`src/rtl/spi_slave_pkg.sv`:
```
// Shared types and constants for the SPI slave front end of the RAM.
package spi_slave_pkg;

    localparam int FRAME_BITS = 10;

    localparam logic [1:0] CMD_WR_ADDR = 2'b00;
    localparam logic [1:0] CMD_WR_DATA = 2'b01;
    localparam logic [1:0] CMD_RD_ADDR = 2'b10;
    localparam logic [1:0] CMD_RD_DATA = 2'b11;

    typedef enum logic [2:0] {
        IDLE      = 3'd0,
        CHK_CMD   = 3'd1,
        WRITE     = 3'd2,
        READ_ADD  = 3'd3,
        READ_DATA = 3'd4
    } state_e;

endpackage

```
`src/rtl/spi_piso_shifter.sv`:
```
// Parallel-in serial-out register for RAM read data, MSB first.
module spi_piso_shifter #(
    parameter int W = 8
) (
    input  logic         clk,
    input  logic         rst,
    input  logic         clear_i,
    input  logic         load_i,
    input  logic [W-1:0] data_i,
    output logic         bit_o,
    output logic         done_o
);

    localparam int CW = (W > 1) ? $clog2(W) : 1;

    logic [W-1:0]  sh_q,   sh_d;
    logic [CW-1:0] cnt_q,  cnt_d;
    logic          busy_q, busy_d;
    logic          done_q, done_d;
    logic          bit_q,  bit_d;

    // One load per frame: once done, further loads wait for a clear.
    always_comb begin
        sh_d   = sh_q;
        cnt_d  = cnt_q;
        busy_d = busy_q;
        done_d = done_q;
        bit_d  = bit_q;
        if (clear_i) begin
            sh_d   = '0;
            cnt_d  = '0;
            busy_d = 1'b0;
            done_d = 1'b0;
            bit_d  = 1'b0;
        end else if (busy_q) begin
            if (cnt_q == '0) begin
                bit_d  = 1'b0;
                busy_d = 1'b0;
                done_d = 1'b1;
            end else begin
                bit_d = sh_q[W-1];
                sh_d  = {sh_q[W-2:0], 1'b0};
                cnt_d = cnt_q - 1'b1;
            end
        end else if (load_i && !done_q) begin
            bit_d  = data_i[W-1];
            sh_d   = {data_i[W-2:0], 1'b0};
            cnt_d  = CW'(W - 1);
            busy_d = 1'b1;
        end
    end

    always_ff @(posedge clk or posedge rst) begin
        if (rst) begin
            sh_q   <= '0;
            cnt_q  <= '0;
            busy_q <= 1'b0;
            done_q <= 1'b0;
            bit_q  <= 1'b0;
        end else begin
            sh_q   <= sh_d;
            cnt_q  <= cnt_d;
            busy_q <= busy_d;
            done_q <= done_d;
            bit_q  <= bit_d;
        end
    end

    assign bit_o  = bit_q;
    assign done_o = done_q;

endmodule

```
`src/rtl/spi_slave_if.sv`:
```
// SPI slave: MOSI frames to 10-bit RAM commands, RAM read data out on MISO.
module spi_slave_if
    import spi_slave_pkg::*;
#(
    parameter int DATA_W = 8
) (
    input  logic              clk,
    input  logic              rst,
    input  logic              SS_n,
    input  logic              MOSI,
    output logic              MISO,
    output logic [DATA_W+1:0] rx_data,
    output logic              rx_valid,
    input  logic [DATA_W-1:0] tx_data,
    input  logic              tx_valid
);

    localparam int FW = DATA_W + 2;
    localparam int CW = $clog2(FW);
    localparam logic [CW-1:0] CNT_LAST = CW'(FW - 1);

    state_e         state_q,    state_d;
    logic [FW-1:0]  rx_data_q,  rx_data_d;
    logic           rx_valid_q, rx_valid_d;
    logic [CW-1:0]  cnt_q,      cnt_d;
    logic           frm_done_q, frm_done_d;
    logic           rd_seen_q,  rd_seen_d;
    logic           piso_load;
    logic           piso_done;

    always_comb begin
        state_d    = state_q;
        rx_data_d  = rx_data_q;
        rx_valid_d = 1'b0;
        cnt_d      = cnt_q;
        frm_done_d = frm_done_q;
        rd_seen_d  = rd_seen_q;
        piso_load  = 1'b0;
        if (SS_n) begin
            state_d    = IDLE;
            cnt_d      = '0;
            frm_done_d = 1'b0;
        end else begin
            unique case (state_q)
                IDLE: begin
                    state_d    = CHK_CMD;
                    cnt_d      = '0;
                    frm_done_d = 1'b0;
                end
                CHK_CMD: begin
                    if (!MOSI)         state_d = WRITE;
                    else if (rd_seen_q) state_d = READ_DATA;
                    else               state_d = READ_ADD;
                end
                WRITE, READ_ADD, READ_DATA: begin
                    if (!frm_done_q) begin
                        rx_data_d = {rx_data_q[FW-2:0], MOSI};
                        if (cnt_q == CNT_LAST) begin
                            rx_valid_d = 1'b1;
                            frm_done_d = 1'b1;
                            if (state_q == READ_ADD) rd_seen_d = 1'b1;
                        end else begin
                            cnt_d = cnt_q + 1'b1;
                        end
                    end else if (state_q == READ_DATA) begin
                        // Wait for RAM data, then serialise it once.
                        piso_load = tx_valid;
                        if (piso_done) rd_seen_d = 1'b0;
                    end
                end
                default: state_d = IDLE;
            endcase
        end
    end

    always_ff @(posedge clk or posedge rst) begin
        if (rst) begin
            state_q    <= IDLE;
            rx_data_q  <= '0;
            rx_valid_q <= 1'b0;
            cnt_q      <= '0;
            frm_done_q <= 1'b0;
            rd_seen_q  <= 1'b0;
        end else begin
            state_q    <= state_d;
            rx_data_q  <= rx_data_d;
            rx_valid_q <= rx_valid_d;
            cnt_q      <= cnt_d;
            frm_done_q <= frm_done_d;
            rd_seen_q  <= rd_seen_d;
        end
    end

    spi_piso_shifter #(
        .W (DATA_W)
    ) u_piso (
        .clk     (clk),
        .rst     (rst),
        .clear_i (SS_n),
        .load_i  (piso_load),
        .data_i  (tx_data),
        .bit_o   (MISO),
        .done_o  (piso_done)
    );

    assign rx_data  = rx_data_q;
    assign rx_valid = rx_valid_q;

endmodule

```
`config.mk`:
```
export PLATFORM = sky130hd
export DESIGN_NAME = spi_slave_if
export DESIGN_NICKNAME = d
export VERILOG_FILES = /design/src/rtl/spi_slave_pkg.sv /design/src/rtl/spi_piso_shifter.sv /design/src/rtl/spi_slave_if.sv
export SDC_FILE = /design/constraint.sdc
export NUM_CORES = 1
export LEC_CHECK = 0
export CAP_MARGIN = 10
export CORE_ASPECT_RATIO = 0.9
export CORE_MARGIN = 10
export CORE_UTILIZATION = 50
export CTS_CLUSTER_SIZE = 14
export DETAILED_ROUTE_END_ITERATION = 8
export PLACE_DENSITY = 0.72
export SYNTH_ARGS = -nofsm -noshare
export SYNTH_HDL_FRONTEND = slang
export SYNTH_HIERARCHICAL = 1
export SYNTH_SLANG_ARGS = --single-unit
export TNS_END_PERCENT = 20
```
`constraint.sdc`:
```
create_clock -name clk -period 2.44 [get_ports clk]
set_input_delay 0.488 -clock clk [delete_from_list [all_inputs] [get_ports clk]]
set_output_delay 0.488 -clock clk [all_outputs]
set_load 0.02 [all_outputs]
```
Word-level counts from Yosys, hierarchy flattened

Cells that the tools add are included.

$add $sub $neg: 2
Equal/unequal tests: 11
Mux-type cells: 43
Bitwise logic cells: 2
Reduce and logical (&&, ||, !) cells: 16

Operators with widths:

| cell                  | number |
|---|---|
| $mux W8               | 4 |
| $mux W1               | 26 |
| $mux W3               | 7 |
| $mux W4               | 3 |
| $ne A3 B3 Y1 const B  | 3 |
| $pmux W3 S3           | 1 |
| $pmux W4 S2           | 1 |
| $reduce_bool A2 Y1    | 4 |
| $eq A3 B2 Y1 const B  | 2 |
| $logic_not A3 Y1      | 2 |
| $reduce_and A3 Y1     | 2 |
| $reduce_and A6 Y1     | 1 |
| $reduce_bool A3 Y1    | 2 |
| $add A4 B1 Y4 const B | 1 |
| $eq A4 B4 Y1 const B  | 1 |
| $ne A2 B1 Y1 const B  | 2 |
| $reduce_and A2 Y1     | 2 |
| $eq A3 B1 Y1 const B  | 1 |
| $eq A3 B3 Y1 const B  | 1 |
| $reduce_or A3 Y1      | 1 |
| $sub A3 B1 Y3 const B | 1 |
| $ne A2 B2 Y1 const B  | 1 |
| $not A1 Y1            | 2 |
| $pmux W1 S2           | 1 |
| 2 further kinds       | 2 |

Register bits after elaboration: 34
Word-level logic and storage cells: 85

Depth between registers and ports, before layout

Depth after elaboration: 9
Gate-level depth with buffers: 6

By module

Netlist, hierarchy kept.

By module, submodules not included:

| module           | instances | cells each | area an instance (µm²) |
|---|---|---|---|
| spi_slave_if     | 1         | 86         | 997.2 |
| spi_piso_shifter | 1         | 71         | 760.7 |

Worst setup path after synthesis

Ideal clock, no wire load.

Path kind: in2reg
Start point: input port SS_n
End point: register u_piso.sh_q[2]
Library setup time: 0.125 ns
Data arrival time: 1.786 ns
Data required time: 2.315 ns
Path slack: 0.529 ns
Stages: 6
Buffers on the path: 1
Path through: clkbuf_1 -> nor4b_1 -> and3_1 -> nor3b_4 -> a21oi_4 -> mux2_2

Cells in the longest elaborated chain, start to end: 4
Elaborated cells between the ends (all ways): 6

Ends and longest elaborated chain:

| element                             | line                   | RTL |
|---|---|---|
| start: declaration                  | spi_slave_if.sv:9      | `input logic SS_n,` |
| $mux W1                             | spi_slave_if.sv:39     | `if (SS_n) begin` |
| net piso_load                       | spi_slave_if.sv:28     | `logic piso_load;` |
| $logic_and A1 B1 Y1                 | spi_piso_shifter.sv:45 | `end else if (load_i && !done_q) begin` |
| $reduce_bool A3 Y1 (no source line) | --                     |  |
| $reduce_and A2 Y1 (no source line)  | --                     |  |
| end signal: assignment              | spi_piso_shifter.sv:55 | `sh_q <= '0;` |
| end signal: assignment              | spi_piso_shifter.sv:61 | `sh_q <= sh_d;` |
| end: declaration                    | spi_piso_shifter.sv:16 | `logic [W-1:0] sh_q, sh_d;` |

The timed path passes the listed nets, and every way through them passes these cells.
A chain may end at the register's enable or synchronous reset.

Worst setup path after layout

Same ends and word-level chain as after synthesis.

==> flow_summary.ini <==
[detailed_routing]
wl_um = 3550
drt_iter0_drc = 101
routed_via_density = 5.74
drc = 0
drt_pass1_iterations = 4
dr_total_vias = 1285
wl_per_cell_um = 15.8
postRouteAntennaNets = 0

[layout]
final_nets = 197
design_area_um2 = 2110
final_util_pct = 62.4
diodes = 0
layout_common_cells = dfrtp_1 (33), clkdlybuf4s50_1 (24), mux2_2 (17)
final_common_cell = dfrtp_1
nFillCells = 281
drive_above_1_share_pct = 16.7
area_growth_syn_to_layout_pct = 20.0

[floorplanning]
std_cell_rows = 20
core_region_area_um2 = 3380
io_pins = 25
dieArea_um2 = 6290
dieHeight_um = 76.3
die_w_um = 82.5
initial_core_util_pct = 52.0

[clock_tree]
cts-root-buf = clkbuf_8
cts_buffers = 5
cts_tree = yes
htree_levels = 2
cts_buffer_depth = 2
clk_pin_slew_ps = 70
insertion_delay_ps = 290
cts_sinks = 33
ctsResizeCount = 0
hold_buffers = 0
postCtsSetupBuffers = 0

[place]
port_buffers = 24
gp_congestion = 0.877
dp_hpwl_um = 2460
dpl_cell_area_um2 = 2010

[logic_synthesis]
yosysSeqAreaShare_pct = 47.0
synth.distinct_cells = 41
synthFlopType = dfrtp_1
synth_area_per_cell_um2 = 11.2
syn-cell-area_um2 = 1760
ys_seq_elements = 33
synth_edf_count = 0
ys_warn_count = 6
synthArstFlopShare_pct = 100
synth_nets = 174
syn-instance-count = 157

[timing]
finalSetupTns_ps = 0
finalMaxSlewViolations = 0
rsz0062_at_grt = no
max-slew-margin-rel_pct = 49.0
finalHoldViolCount = 0
fin_hold_ws_ps = 519
fin_skew_ps = 5.39
final-setup-viol-count = 0
clock.fmax_ghz = 0.479
fin_crit_ps = 2090
worst_slew_pin_slew_ps = 764
period_share_pct = 85.6

[critical_path]
crit_required_ps = 2620
worstSetupPathType = primary input to register
worstPathArrival_ps = 2260
crit_path_end_kind = register
start_kind = primary input
critPathMaxFanout = 9

[grt]
grt_overflow = 0
antenna_found_initial = 0
grt_pass1_vias = 1278
grt_max_degree = 27
grtUsageTotal_pct = 12.2
grt_pass1_wl_um = 6100

[hold_path]
hold_class = register to register

[status]
status = finished, final reports clean

[power_and_ir_drop]
p_leak_uw = 0.000881
vdd_drop_max_mv = 0.611
powerDensity_nw_per_um2 = 739

[run]
maxCapViolCount = 0
==> state kept, by name, indices dropped and copies added (netlist names) <==
register	flops
u_piso/sh_q	7
cnt_q	4
rd_seen_q	1
u_piso/done_o	1
u_piso/busy_q	1
u_piso/cnt_q	3
rx_valid	1
rx_data	10
u_piso/bit_o	1
frm_done_q	1
state_q	3
==> synthesized netlist by cell type, types with 4 or more instances <==
cell type / n / area (µm²)
mux2_2: 17 / 191
mux2i_1: 6 / 60.1
a21oi_1: 5 / 25.0
nand3_1: 5 / 25.0
inv_1: 9 / 33.8
clkbuf_1: 5 / 18.8
dfrtp_1: 33 / 826
nor2b_1: 8 / 50.1
nor2_1: 13 / 48.8
ha_1: 4 / 50.1
==> power breakdown <==
| group | switching [µW] | internal, µW | total, µW |
|---|---|---|---|
| combinational | 176 | 204 | 380 |
| clock | 200 | 297 | 496 |
| sequential | 61.1 | 622 | 683 |
==> layout make-up <==
class                      instances  area, µm²  share of cell area [%]
clock buffer                       5       68.8                    3.26
multi-input combinational        105        836                    39.6
inverter                           9       33.8                    1.60
timing repair buffer              26        255                    12.1
tap                               44       55.1                    2.61
clock inverter                     2       35.0                    1.66
sequential                        33        826                    39.1
==> routing by layer <==
metal | share of wire (%) | vias up | wire length, µm | track usage [%]
li1 | - | 620 | - | -
met1 | 47 | 622 | 1660 | 15.9
met2 | 44 | 34 | 1570 | 16.3
met3 | 6.5 | 9 | 231 | 6.25
met4 | 2.5 | 0 | 89 | 5.18
met5 | 0 | - | 0 | 0
==> worst max-delay path, cell delays in order <==
cell and delay [ps]:
clkdlybuf4s50_1 430, nor4b_1 370, and3_1 270, nor3b_4 270
a21oi_4 110, mux2_2 320
==> worst paths after layout <==
| kind | slack, ps | start | cells past startpoint | end |
|---|---|---|---|---|
| max | 350 | SS_n | 6 | u_piso/sh_q[2] |
| min | 520 | rx_data[9] | 1 | rx_data[9] |
| max reg2reg | 440 | state_q[2] | 5 | u_piso/sh_q[2] |
| min reg2reg | 520 | rx_data[9] | 1 | rx_data[9] |
| max in group asynchronous | 1280 | rst | 2 | state_q[2] |
| min in group asynchronous | 570 | rst | 2 | u_piso/sh_q[6] |
==> cell families (layout without fill, tap and decap cells) <==
family          count (synthesis)  after routing  synth area share [%]
buf+inv                        19             42                  5.48
flops                          33             33                  47.0
fa+ha+maj                       4              4                  2.85
compound gates                 29             29                  12.7
simple gates                   49             49                  17.7
mux                            23             23                  14.3
==> stage by stage <==
stage / worst slack (ps) / total power [µW] / std cells
6_report: 352 / 1560 / 224
5_1_grt: 235 / 1640 / 224
4_1_cts: 368 / 1580 / 224
3_5_place_dp: 66.0 / 1080 / 217
3_3_place_gp: 132 / 1070 / 217
2_1_floorplan: 529 / 882 / 157
(Power assumes the default switching activity.)
==> RTL change, RTL diff (config.mk and constraints unchanged) <==
Encoding of `state_e`: now one-hot (5 bits for 5 states).
--- a/src/rtl/spi_slave_pkg.sv
+++ b/src/rtl/spi_slave_pkg.sv
@@ -9,10 +9,10 @@
     localparam logic [1:0] CMD_RD_DATA = 2'b11;
 
-    typedef enum logic [2:0] {
-        IDLE      = 3'd0,
-        CHK_CMD   = 3'd1,
-        WRITE     = 3'd2,
-        READ_ADD  = 3'd3,
-        READ_DATA = 3'd4
+    typedef enum logic [4:0] {
+        IDLE      = 5'b00001,
+        CHK_CMD   = 5'b00010,
+        WRITE     = 5'b00100,
+        READ_ADD  = 5'b01000,
+        READ_DATA = 5'b10000
     } state_e;
 
Check against the original RTL: no difference found for any inputs over 10 cycles, from zero or initial values and one cycle with rst high; not proved beyond that.
==> RTL change against the original RTL <==
Cell area grew 4.5%. Area after synthesis grew 4.4%. Sequential cell count grew 2. Setup slack gained 0.068 ns. Wire length grew 2.9%. Critical path depth grew 1. Synthesized cell count grew 1.3%. Largest cell class is now flip-flops and latches.
Power is not compared: it rests on default switching activity, and its combinational part moved more than twofold at a synthesized area within 25%.
==> RTL change: results (changes against the original RTL) <==
stage	metric	value	unit	change
yosys	sequential fraction of the synthesis area	0.478		+0.00810
final_layout	share of cells above drive strength 1	0.179		+0.0123
worst_setup_path	worst flop-to-flop path startpoint	state_q[3]		
place	GP Congestion	0.799		-9.0%
min_path	Hold Startpoint	rd_seen_q		
worst_setup_path	WP data arrival	2.18	ns	-0.08 ns
final_layout	fill cell count	294		+4.6%
yosys	Synth Area in Compound Gates	0.108		-0.0197
yosys	post-synthesis mux area share	0.141		-0.00196
sta	Rel. slew slack	0.508		+0.0186
routing	Initial DRC Count	100		-0.99%
worst_setup_path	R2R cell count	6		+1
grt	Global Route met2 Usage	0.179		+0.0167
routing	total wire length	3650	um	+2.9%
yosys	adder-cell area share of the yosys netlist	0.0273		-0.00120
grt	first-pass GRT wire length	6600	um	+8.3%
sta	Hold Slack	0.513	ns	-0.00646 ns
grt	met1 usage in global routing	0.158		-0.00166
grt	maximum number of pins on one net before global-route repair	23		-15%
routing	via count	1283		-0.16%
power	clk pwr	0.406	mW	
yosys	post-synthesis cell type count	43		+4.9%
routing	wl on met1	1770	um	+6.9%
yosys	Mapped Avg Cell Area	11.5	um2	+3.1%
place	DP HPWL	2720	um	+11%
run_status	status	completed		
routing	vias per cell	5.48		-4.4%
place	Cell Area, Placed	2120	um2	+5.5%
worst_setup_path	Crit. Startpoint	SS_n		
min_path	Worst Hold End	state_q[3]		
yosys	post-synthesis xor/xnor area fraction	0.00477		+0.00477
grt	GR Util met3	0.0407		-0.0218
grt	Total GRT Usage	0.119		-0.00298
yosys	most instantiated cells after synthesis	dfrtp_1 (34), nor2_1 (14), mux2_4 (8), nor3_1 (8)		
place	Placed Cells	226		+4.1%
sta	Final Skew	0.00595	ns	+0.000562 ns
grt	vias in the first global route	1355		+6.0%
routing	routed length on met2	1680	um	+7.0%
[RTL change: cell count changes after synthesis, moves of 3 or more]
| cell | unedited run | this run |
|---|---|---|
| mux2_2 | 17 | 6 |
| mux2_4 | 0 | 8 |
| clkbuf_1 | 5 | 0 |
| nor3_1 | 3 | 8 |
| a211o_1 | 0 | 4 |
| and3_1 | 1 | 4 |
[RTL change: through the flow]
step | setup slack (ns) | power (mW)
after floorplan | 0.486 | 0.683
after global placement | 0.180 | 0.731
after detailed placement | 0.144 | 0.737
after CTS | 0.433 | 1.15
after global routing | 0.198 | 1.19
final | 0.420 | 1.13
[RTL change: layout make-up]
cell class / count / share of cell area
Sequential cell: 35 / 0.398
Multi-Input combinational cell: 110 / 0.396
Timing Repair Buffer: 30 / 0.129
Clock buffer: 5 / 0.0312
Tap cell: 44 / 0.0250
Inverter: 7 / 0.0119
Clock inverter: 3 / 0.00908
